File: src/rtl/rr_grant_pkg.sv
// Shared types and helpers for the round-robin grant controller.
// State encoding plus the explicit pointer wrap used by rr_grant_ctrl.
package rr_grant_pkg;

    typedef enum logic [0:0] {
        IDLE = 1'b0,
        BUSY = 1'b1
    } state_e;

    // Wrap is explicit so non-power-of-2 requester counts rotate correctly.
    function automatic int unsigned next_ptr(input int unsigned idx, input int unsigned num);
        return (idx == num - 1) ? 0 : idx + 1;
    endfunction

endpackage

File: src/rtl/prio_lowest_search.sv
// Combinational lowest-set-index search over a request vector.
// Reports the index of the lowest set bit and whether any bit was set.
module prio_lowest_search #(
    parameter int ENTNUM = 4,
    parameter int ENTSEL = 2
) (
    input  logic [ENTNUM-1:0] vec,
    output logic [ENTSEL-1:0] idx,
    output logic              found
);

    // Scan from the top so the lowest set bit is the last to write idx.
    always_comb begin
        idx   = '0;
        found = 1'b0;
        for (int i = ENTNUM - 1; i >= 0; i--) begin
            if (vec[i]) begin
                idx   = ENTSEL'(i);
                found = 1'b1;
            end
        end
    end

endmodule

File: src/rtl/rr_grant_ctrl.sv
// Round-robin arbiter with a held, registered one-hot grant and its index.
// Optional grant timeout and tmo pulse when RR_GRANT_CTRL_TMO_EN is defined.
module rr_grant_ctrl
    import rr_grant_pkg::*;
#(
    parameter int ENTNUM  = 4,
    parameter int ENTSEL  = 2,
    parameter int TMO_CYC = 16
) (
    input  logic              clk,
    input  logic              rst_n,
    input  logic [ENTNUM-1:0] req,
    input  logic              done,
    output logic [ENTNUM-1:0] gnt,
    output logic [ENTSEL-1:0] gnt_id,
    output logic              gnt_vld
`ifdef RR_GRANT_CTRL_TMO_EN
    ,
    output logic              tmo
`endif
);

    if (ENTNUM < 2 || TMO_CYC < 2 || ENTSEL < $clog2(ENTNUM)) begin : g_cfg_chk
        $error("rr_grant_ctrl: illegal parameter combination");
    end

    state_e            state;
    logic [ENTSEL-1:0] ptr;
    logic [ENTNUM-1:0] mask;
    logic [ENTNUM-1:0] masked;
    logic [ENTSEL-1:0] midx;
    logic [ENTSEL-1:0] uidx;
    logic              mfound;
    logic              any;
    logic [ENTSEL-1:0] win;
    logic              own_req;
    logic              rel;
    logic              arb;
    logic              tmo_hit;

    always_comb begin
        mask = '0;
        for (int i = 0; i < ENTNUM; i++) begin
            mask[i] = (i >= int'(ptr));
        end
    end

    assign masked = req & mask;

    prio_lowest_search #(.ENTNUM(ENTNUM), .ENTSEL(ENTSEL)) u_srch_masked (
        .vec   (masked),
        .idx   (midx),
        .found (mfound)
    );

    prio_lowest_search #(.ENTNUM(ENTNUM), .ENTSEL(ENTSEL)) u_srch_all (
        .vec   (req),
        .idx   (uidx),
        .found (any)
    );

    assign win     = mfound ? midx : uidx;
    assign own_req = |(req & gnt);
    assign rel     = done | ~own_req | tmo_hit;
    // Arbitrate from IDLE or on release, so a handover has no idle bubble.
    assign arb     = (state == IDLE) | ((state == BUSY) & rel);
    assign gnt_vld = |gnt;

`ifdef RR_GRANT_CTRL_TMO_EN
    localparam int CW = $clog2(TMO_CYC);

    logic [CW-1:0] cnt;

    assign tmo_hit = (state == BUSY) && (cnt == CW'(TMO_CYC - 1));
    assign tmo     = tmo_hit;

    // Saturating hold counter; cleared whenever arbitration happens.
    always_ff @(posedge clk or negedge rst_n) begin
        if (!rst_n) begin
            cnt <= '0;
        end else if (arb) begin
            cnt <= '0;
        end else if ((state == BUSY) && !tmo_hit) begin
            cnt <= cnt + 1'b1;
        end
    end
`else
    assign tmo_hit = 1'b0;
`endif

    always_ff @(posedge clk or negedge rst_n) begin
        if (!rst_n) begin
            state  <= IDLE;
            ptr    <= '0;
            gnt    <= '0;
            gnt_id <= '0;
        end else if (arb) begin
            if (any) begin
                state  <= BUSY;
                gnt    <= {{(ENTNUM-1){1'b0}}, 1'b1} << win;
                gnt_id <= win;
                ptr    <= ENTSEL'(next_ptr(int'(win), ENTNUM));
            end else begin
                state  <= IDLE;
                gnt    <= '0;
                gnt_id <= '0;
            end
        end
    end

endmodule
File: config.mk
export PLATFORM = sky130hd
export DESIGN_NAME = rr_grant_ctrl
export DESIGN_NICKNAME = d
export VERILOG_FILES = /design/src/rtl/rr_grant_pkg.sv /design/src/rtl/prio_lowest_search.sv /design/src/rtl/rr_grant_ctrl.sv
export SDC_FILE = /design/constraint.sdc
export NUM_CORES = 1
export LEC_CHECK = 0
export ABC_CLOCK_PERIOD_IN_PS = 2600
export BUFFER_PORTS_ARGS = -buffer_cell sky130_fd_sc_hd__buf_4
export CORE_ASPECT_RATIO = 1.2
export CORE_MARGIN = 4
export CORE_UTILIZATION = 30
export DETAILED_ROUTE_END_ITERATION = 16
export SLEW_MARGIN = 10
export SYNTH_ARGS = -nofsm -noshare
export SYNTH_HDL_FRONTEND = slang
export SYNTH_SLANG_ARGS = --single-unit
File: constraint.sdc
create_clock -name clk -period 2.6 [get_ports clk]
set_clock_uncertainty 0.1 [all_clocks]
set_input_delay 0.52 -clock clk [delete_from_list [all_inputs] [get_ports clk]]
set_output_delay 0.52 -clock clk [all_outputs]
set_load 0.02 [all_outputs]
# Word-level counts from Yosys, hierarchy flattened
# Index checks and enable logic that the tools add are counted.
[classes]
addsub = 1
n_lt_le_gt_ge = 3
n_eq_ne = 1
shifts = 1
mux = 21
bitwise_logic = 7
reduce_logical = 3
[ops]
columns = ["operator", "n"]
rows = [
  ["2-bit 2-to-1 mux", 11],
  ["1-bit 2-to-1 mux", 9],
  ["4-bit bitwise AND", 2],
  ["4-bit OR reduction", 2],
  ["1-bit by 2-bit greater-or-equal comparator with 1-bit output (first input constant)", 2],
  ["4-bit 2-to-1 mux", 1],
  ["1-bit by 2-bit << shifter with 4-bit output (first input constant)", 1],
  ["2-bit by 1-bit adder with 2-bit output (second input constant)", 1],
  ["2-bit equality test (second input constant)", 1],
  ["2-bit greater-or-equal comparator (first input constant)", 1],
  ["1-bit NOT", 2],
  ["1-bit bitwise OR", 2],
  ["2-bit AND reduction", 1],
  ["1-bit bitwise AND", 1],
]
[word_totals]
register_bits = 9
inputBits = 7
output_inout_bits = 7

# Longest topological paths before layout
# Gate-level depths: netlist of the first run.
[depth]
ltp_word = 9
mapped_depth = 7

# Cells and area by module
# Synthesis of the first run repeated with hierarchy kept, for this count alone.
[unflattened]
hier_cells = 63
hier_area_um2 = 578.1
[by_module_without_submodules]
columns = ["module", "instances", "cells_per_inst", "area_per_inst_um2", "seq_area_each_um2"]
rows = [
  ["rr_grant_ctrl", 1, 49, 508.0, 225.2],
  ["prio_lowest_search", 2, 7, 35.0, 0.0],
]

# Worst setup path before layout of the first run
# OpenSTA, ideal clock, no wires.
[synth_timing]
path_kind = "register to register"
startpoint = "register ptr[1]"
endpoint = "register ptr[1]"
setup_ps = 125
arrival_time_ps = 1512
path_slack_ps = 863
stages_incl_launch_ff = 6
n_path_buf = 0
period_less_slack_ps = 1737
path_cell_list = "dfrtp_1 -> nor2b_4 -> a2111oi_2 -> nor2_1 -> ha_1 -> mux2_2"
[synth_between]
elab_chain_len = 8
elab_cells_between_ends = 14
classes_between = "add/sub: 1; order compare: 3; eq/ne: 1; mux: 8; bitwise: 1"
[synth_rtl]
columns = ["item", "line_no", "text"]
rows = [
  ["start, declared", "rr_grant_ctrl.sv:28", "logic [ENTSEL-1:0] ptr;"],
  ["start signal, assigned", "rr_grant_ctrl.sv:102", "ptr <= ENTSEL'(next_ptr(int'(win), ENTNUM));"],
  ["2-bit greater-or-equal comparator", "rr_grant_ctrl.sv:44", "mask[i] = (i >= int'(ptr));"],
  ["4-bit bitwise AND (*)", "rr_grant_ctrl.sv:48", "assign masked = req & mask;"],
  ["2-bit 2-to-1 mux or 1-bit 2-to-1 mux (tied branches) (3 in series)", "prio_lowest_search.sv:17", "if (vec[i]) begin"],
  ["2-bit 2-to-1 mux (*)", "rr_grant_ctrl.sv:62", "assign win = mfound ? midx : uidx;"],
  ["2-bit by 1-bit adder with 2-bit output or 2-bit equality test (tied branches)", "rr_grant_pkg.sv:12", "return (idx == num - 1) ? 0 : idx + 1;"],
  ["2-bit 2-to-1 mux (*)", "rr_grant_pkg.sv:12", ""],
]
# Every way passes the cells marked *; elsewhere a longest branch is shown, timed or not.
# A chain may end at the register's enable or synchronous reset.

# Worst setup path in the final report of the first run
[layout_timing]
startpoint = "register gnt[1]"
endpoint = "output gnt_vld"
[layout_between]
elab_chain_len = 1
[layout_rtl]
columns = ["item", "line_no", "text"]
rows = [
  ["start, declared", "rr_grant_ctrl.sv:14", "output logic [ENTNUM-1:0] gnt,"],
  ["start signal, assigned", "rr_grant_ctrl.sv:100", "gnt <= {{(ENTNUM-1){1'b0}}, 1'b1} << win;"],
  ["4-bit OR reduction", "rr_grant_ctrl.sv:67", "assign gnt_vld = |gnt;"],
  ["end, declared", "rr_grant_ctrl.sv:16", "output logic gnt_vld"],
]
# No other way between the ends.

==> results.py, run 1 <==
metrics = {
    "run_status": {
        "status": "finished clean",
    },
    "synth": {
        "avgSynthCellArea_sq_um": 10.4,
        "yosysWarnings": 0,
        "yosysTopAreaCellShare": 0.432,
        "syn_nets": 61,
        "syn_inst": 50,
        "ys_seq_area_frac": 0.432,
        "netlist_area_sq_um": 522,
        "yosys.area.top_type": "dfrtp_1",
        "synth_seq_cells": 9,
        "synth_cell_types": 19,
        "synthTopCellsByArea": "dfrtp_1, ha_1, nand2_1",
    },
    "grt": {
        "antenna_found_initial": 0,
        "grt_pass1_wl_mm": 1.59,
        "grt_max_degree": 13,
        "track_usage": 0.0938,
        "grt_pass1_vias": 362,
        "grt_overflow": 0,
    },
    "cts": {
        "cts_resized": 0,
        "clk_pin_slew_ns": 0.06,
        "numCtsBuffers": 3,
        "clock_latency_ns": 0.26,
        "cts_root_buf": "clkbuf_4",
        "cts_buffer_depth": 2,
        "clock_sinks": 9,
        "h-tree-depth": 1,
        "cts_tree": "built",
    },
    "hold_path": {
        "hp-start": "gnt_id[0]",
        "hold_class": "flop to flop",
        "whs_endpoint": "gnt_id[0]",
        "min_path_cells": 2,
    },
    "routing": {
        "viasPerCell": 4.76,
        "ant_nets": 0,
        "wl_per_cell_um": 12.0,
        "drcViolationCount": 0,
        "num_vias": 409,
        "drt_first_pass_iters": 1,
        "drt_iter0_drc": 0,
        "wl_mm": 1.04,
    },
    "worst_setup_path": {
        "r2r_end": "ptr[1]",
        "end_kind": "output port",
        "ff2ff_path_depth": 5,
        "cp-start-kind": "flop",
        "arrival_ns": 1.35,
        "critPathMaxFanout": 4,
        "reg2reg_from": "ptr[1]",
        "path_class": "flop to output port",
        "ff2ff_setup_slack_ns": 0.78,
        "cp.required_ns": 1.98,
    },
    "floorplan": {
        "die_h_um": 53.7,
        "initial_core_util": 0.318,
        "dieArea_sq_um": 2470,
        "die_w_um": 46.1,
        "ios": 14,
        "core_area_sq_um": 1640,
        "num_rows": 16,
    },
    "sta": {
        "fmax_mhz": 508,
        "period_share": 0.758,
        "rsz0062_at_grt": "no",
        "setup_tns_ns": 0,
        "fin_crit_ns": 1.97,
        "slew_headroom": 0.832,
        "hold_ws_ns": 0.390,
        "finalHoldViolCount": 0,
        "slew_violations": 0,
        "finalSetupViolations": 0,
        "tightest_slew_ns": 0.245,
    },
    "pwr": {
        "pwr_density_cell_nw_per_um2": 1140,
        "p_leak_nw": 0.318,
        "ir_drop_uv": 386,
    },
    "placement": {
        "dp_hpwl_um": 821,
        "postPlaceCellArea_sq_um": 644,
        "portBuffers": 13,
        "dpl.cell_count": 81,
        "gp_congestion": 0.661,
    },
    "run": {
        "max_cap_violations": 0,
    },
    "cells_and_area": {
        "stdcell_count": 86,
        "diodes": 0,
        "fillers": 176,
        "num-nets-final": 80,
        "synthToLayoutAreaGrowth_pct": 30.5,
        "finalInstanceArea_sq_um": 681,
        "layout-drive-gt1-share": 0.353,
    },
}
==> cell usage in the layout, fill, tap and decap left out <==
cell type and count:
nor3b_1 1, a221oi_4 1, mux2_2 2, mux2_4 1
dfrtp_1 9, nor2b_4 1, ha_1 4, dlygate4sd3_1 1
buf_4 14, mux2i_1 1, nor2_1 3, or4_1 1
clkbuf_1 1, nand2b_1 2, a21oi_1 3, inv_1 1
inv_2 1, a2111oi_2 1, o21ai_0 5, nand2_1 10
clkbuf_4 3, a22oi_1 2
==> cell type report <==
type / count / area (sq um) / share of cell area
clock buffer: 4 / 26.3 / 0.0386
sequential: 9 / 225 / 0.331
inverter: 2 / 7.51 / 0.0110
tap: 18 / 22.5 / 0.0331
timing repair buffer: 15 / 115 / 0.169
multi-input combinational: 38 / 284 / 0.417
==> flip-flops by register name (all words and copies together) (netlist names) <==
signal and flops:
gnt_id 2, gnt 4, ptr 2, state 1
==> per-layer routing <==
metal	share of wire	wire [um]	global-route usage
met1	0.38	390	0.0907
met2	0.53	545	0.161
met3	0.083	86	0.0502
met4	0.012	12	0.0427
met5	0	0	0
==> worst max path at each step <==
stage,cells after the start,end,from
6_report,2,gnt_vld,gnt[1]
5_1_grt,2,gnt_vld,gnt[1]
4_1_cts,2,gnt_vld,gnt[0]
3_5_place_dp,6,ptr[1],req[1]
3_3_place_gp,6,ptr[1],req[1]
2_1_floorplan,5,ptr[1],ptr[1]
==> cells in the mapped netlist <==
master and count:
o21ai_0 5, nand2_1 10, or4_1 1, mux2_4 1
nor2_1 3, a221oi_4 1, mux2_2 2, mux2i_1 1
a2111oi_2 1, a21oi_1 3, a22oi_1 2, nor3b_1 1
dfrtp_1 9, buf_2 1, ha_1 4, nand2b_1 2
inv_2 1, inv_1 1, nor2b_4 1
==> report_power, final <==
part	internal, mW	total [mW]	switching, mW
Combinational	0.201	0.406	0.205
Clock	0.0591	0.107	0.0475
Sequential	0.201	0.264	0.0635
Total	0.461	0.777	0.316
==> worst max-delay path: stages (launching register included) <==
cell     delay, ns
dfrtp_1       0.42
or4_1         0.50
buf_4         0.17
==> stage by stage <==
stage	util	setup slack (ns)	total power, mW
after floorplan	-	0.863	0.529
after global placement	0.393	0.681	0.674
after global routing	0.415	0.594	0.836
after CTS	0.415	0.619	0.792
final	0.415	0.630	0.777
after detailed placement	0.393	0.646	0.681
==> logic make-up (layout without fill, tap and decap cells) <==
| logic type | after synthesis | after routing | share of synthesized area |
|---|---|---|---|
| muxes | 4 | 4 | 0.0911 |
| adders and majority gates | 4 | 4 | 0.0959 |
| buffers and inverters | 3 | 21 | 0.0240 |
| DFF | 9 | 9 | 0.432 |
| and+or+nand+nor | 18 | 18 | 0.173 |
| AOI/OAI and AO/OA | 12 | 12 | 0.185 |
==> timing repair <==
action                    in CTS  in global routing
hold endpoints to repair       9                  0
hold buffers                   1                  0
setup buffers                  0                  0
No activity file was read; power rests on OpenSTA's default activity.
==> inputs of run 2 (changes only) <==
- ABC_AREA: unset -> 1
- ABC_CLOCK_PERIOD_IN_PS: 2600 -> 1600
- clock period: 2.6 -> 1.6 ns (I/O delays scaled with it)
==> run 2 against run 1 <==
- the flow now finishes with violations (setup timing)
- die area rose by 5.2%
- utilization rose by 6.6 points
- sequential power rose by 55%
- critical endpoint unchanged
==> results.py, run 2 <==
metrics = {
    "run_status": {
        "status": "finished with violations",
        "violations": "setup timing",
    },
    "synth": {
        "synth_edf_count": 0,
        "synth_common_cells": "nand2_1, dfrtp_1, inv_1, ha_1, nor2_1",
        "yosysTopAreaCellShare": 0.406,
        "synth_flop_cell": "dfrtp_1",
        "synth_cell_types": 15,
        "syn_inst": 75,
        "syn_nets": 86,
        "avgSynthCellArea_sq_um": 7.39,
        "ys_seq_area_frac": 0.406,
        "yosys.area.top_type": "dfrtp_1",
        "netlist_area_sq_um": 554,
        "synthTopCellsByArea": "dfrtp_1, nand2_1, ha_1",
        "synth_seq_cells": 9,
        "async_reset_ff_frac": 1.00,
        "yosysWarnings": 0,
        "synth_most_common_cell": "nand2_1",
    },
    "cts": {
        "numCtsBuffers": 3,
        "clock_sinks": 9,
        "cts_tree": "built",
        "cts_root_buf": "clkbuf_4",
        "clock_latency_ns": 0.26,
        "cts_buffer_depth": 2,
        "clk_pin_slew_ns": 0.07,
        "h-tree-depth": 1,
    },
    "grt": {
        "track_usage": 0.122,
        "grt_pass1_vias": 519,
        "antenna_found_initial": 0,
        "grt_max_degree": 10,
        "grt_overflow": 0,
        "grt_pass1_wl_mm": 2.18,
    },
    "cells_and_area": {
        "regMostFlops": "gnt",
        "reg.largest.list": "gnt (4), gnt_id (2), ptr (2)",
        "num-nets-final": 113,
        "final_common_cell": "nand2_1",
        "layout_common_cells": "nand2_1, buf_4, dfrtp_1, inv_1",
        "largest_reg_flops": 4,
        "finalInstanceArea_sq_um": 817,
        "diodes": 0,
        "synthToLayoutAreaGrowth_pct": 47.4,
        "layout-drive-gt1-share": 0.416,
    },
    "floorplan": {
        "core_area_sq_um": 1700,
        "ios": 14,
        "die_w_um": 47.2,
        "dieArea_sq_um": 2600,
        "die_h_um": 55.1,
        "initial_core_util": 0.326,
        "num_rows": 16,
    },
    "worst_setup_path": {
        "cpPeakStageDelay_ns": 0.52,
        "arrival_ns": 1.32,
        "reg2reg_from": "ptr[1]",
        "cp-startpoint": "gnt[0]",
        "end_kind": "output port",
        "ff2ff_setup_slack_ns": 0.07,
        "cp.required_ns": 1.18,
        "critPathMaxFanout": 2,
        "critPathBufInv": 1,
        "crit_path_end": "gnt_vld",
        "path_class": "flop to output port",
        "path_cells": "or4_4, buf_6",
        "r2r_end": "gnt[2]",
        "cp-start-kind": "flop",
        "worst-path-stages": 2,
        "slowest_stage": "or4_4",
        "critPathTopFamily": "simple AND/OR/NAND/NOR gates",
        "ff2ff_path_depth": 8,
    },
    "sta": {
        "fin_crit_ns": 1.74,
        "tightest_slew_ns": 0.247,
        "finalHoldViolCount": 0,
        "slew_violations": 0,
        "slew_headroom": 0.835,
        "finalSetupViolations": 1,
        "period_share": 1.09,
        "rsz0062_at_grt": "yes",
        "finalWorstSetupSlack_ns": -0.138,
        "fmax_mhz": 575,
    },
    "routing": {
        "viasPerCell": 4.76,
        "drcViolationCount": 0,
        "wl_mm": 1.42,
        "ant_nets": 0,
        "wl_per_cell_um": 12.0,
        "num_vias": 567,
        "drt_iter0_drc": 8,
        "drt_first_pass_iters": 3,
    },
    "hold_path": {
        "hold_class": "primary input to flop",
        "hp-start": "req[3]",
    },
    "pwr": {
        "p_leak_nw": 0.445,
        "pwr_density_cell_nw_per_um2": 1840,
        "ir_drop_uv": 899,
    },
    "placement": {
        "postPlaceCellArea_sq_um": 704,
        "gp_congestion": 0.837,
        "dp_slack_ns": 0.0144,
        "portBuffers": 13,
        "dp_hpwl_mm": 1.01,
    },
    "run": {
        "max_cap_violations": 0,
    },
}
[run 2: repair_timing]
action,CTS,global route
hold buffers,1,0
resized for setup,2,12
hold endpoints to repair,9,0
gates cloned,0,0
setup buffers,1,3
setup endpoints to repair,1,5
pin swaps,1,6
[run 2: per-layer routing]
layer | part of all wire | global-route usage
met1 | 0.42 | 0.148
met2 | 0.52 | 0.196
met3 | 0.030 | 0.0227
met4 | 0.026 | 0.0691
met5 | 0 | 0
[run 2: cells by family after synthesis]
family / Yosys count / share of synthesized area
buf+inv: 8 / 0.0542
fa+ha+maj: 4 / 0.0903
compound gates: 6 / 0.0542
flops: 9 / 0.406
simple gates: 48 / 0.395
[run 2: final cells by class]
cell class / instances / area [sq um]
Multi-Input combinational cell: 58 / 338
Tap cell: 18 / 22.5
Clock buffer: 4 / 26.3
Inverter: 8 / 30.0
Timing Repair Buffer: 22 / 175
Fill cell: 163 / 885
Sequential cell: 9 / 225
[run 2: how the worst min path moves through the flow]
stage,to,slack (ns),depth (start not counted)
after floorplan,gnt[0],-0.08,0
after global placement,gnt_id[1],0.05,1
after detailed placement,gnt_id[0],0.05,1
after CTS,state,0.29,4
after global routing,state,0.31,4
final,state,0.30,4
[run 2: per-stage QoR]
| step | power, mW | TNS (ns) | std cells | hold slack (ns) | util |
|---|---|---|---|---|---|
| 5_1_grt | 1.63 | -0.289 | 119 | 0.307 | 0.480 |
| 3_3_place_gp | 1.15 | 0 | 110 | 0.0512 | 0.414 |
| 3_5_place_dp | 1.15 | 0 | 110 | 0.0544 | 0.414 |
| 4_1_cts | 1.40 | -0.148 | 116 | 0.286 | 0.444 |
| 2_1_floorplan | 0.844 | 0 | 75 | -0.0756 | - |
| 6_report | 1.51 | -0.138 | 119 | 0.297 | 0.480 |
[run 2: power by group]
group	leakage, nW	switching (mW)	internal, mW	total, mW
Sequential	0.109	0.0826	0.327	0.410
Clock	0.0150	0.0882	0.0964	0.185
Combinational	0.322	0.499	0.414	0.913
[run 2: worst reg2reg max path: cells and delay by family, from the launching register on]
kind            cells  cell delay [ns]
compound gates      1             0.13
buf+inv             1             0.13
simple gates        5             0.43
fa+ha+maj           1             0.19
flops               1             0.45
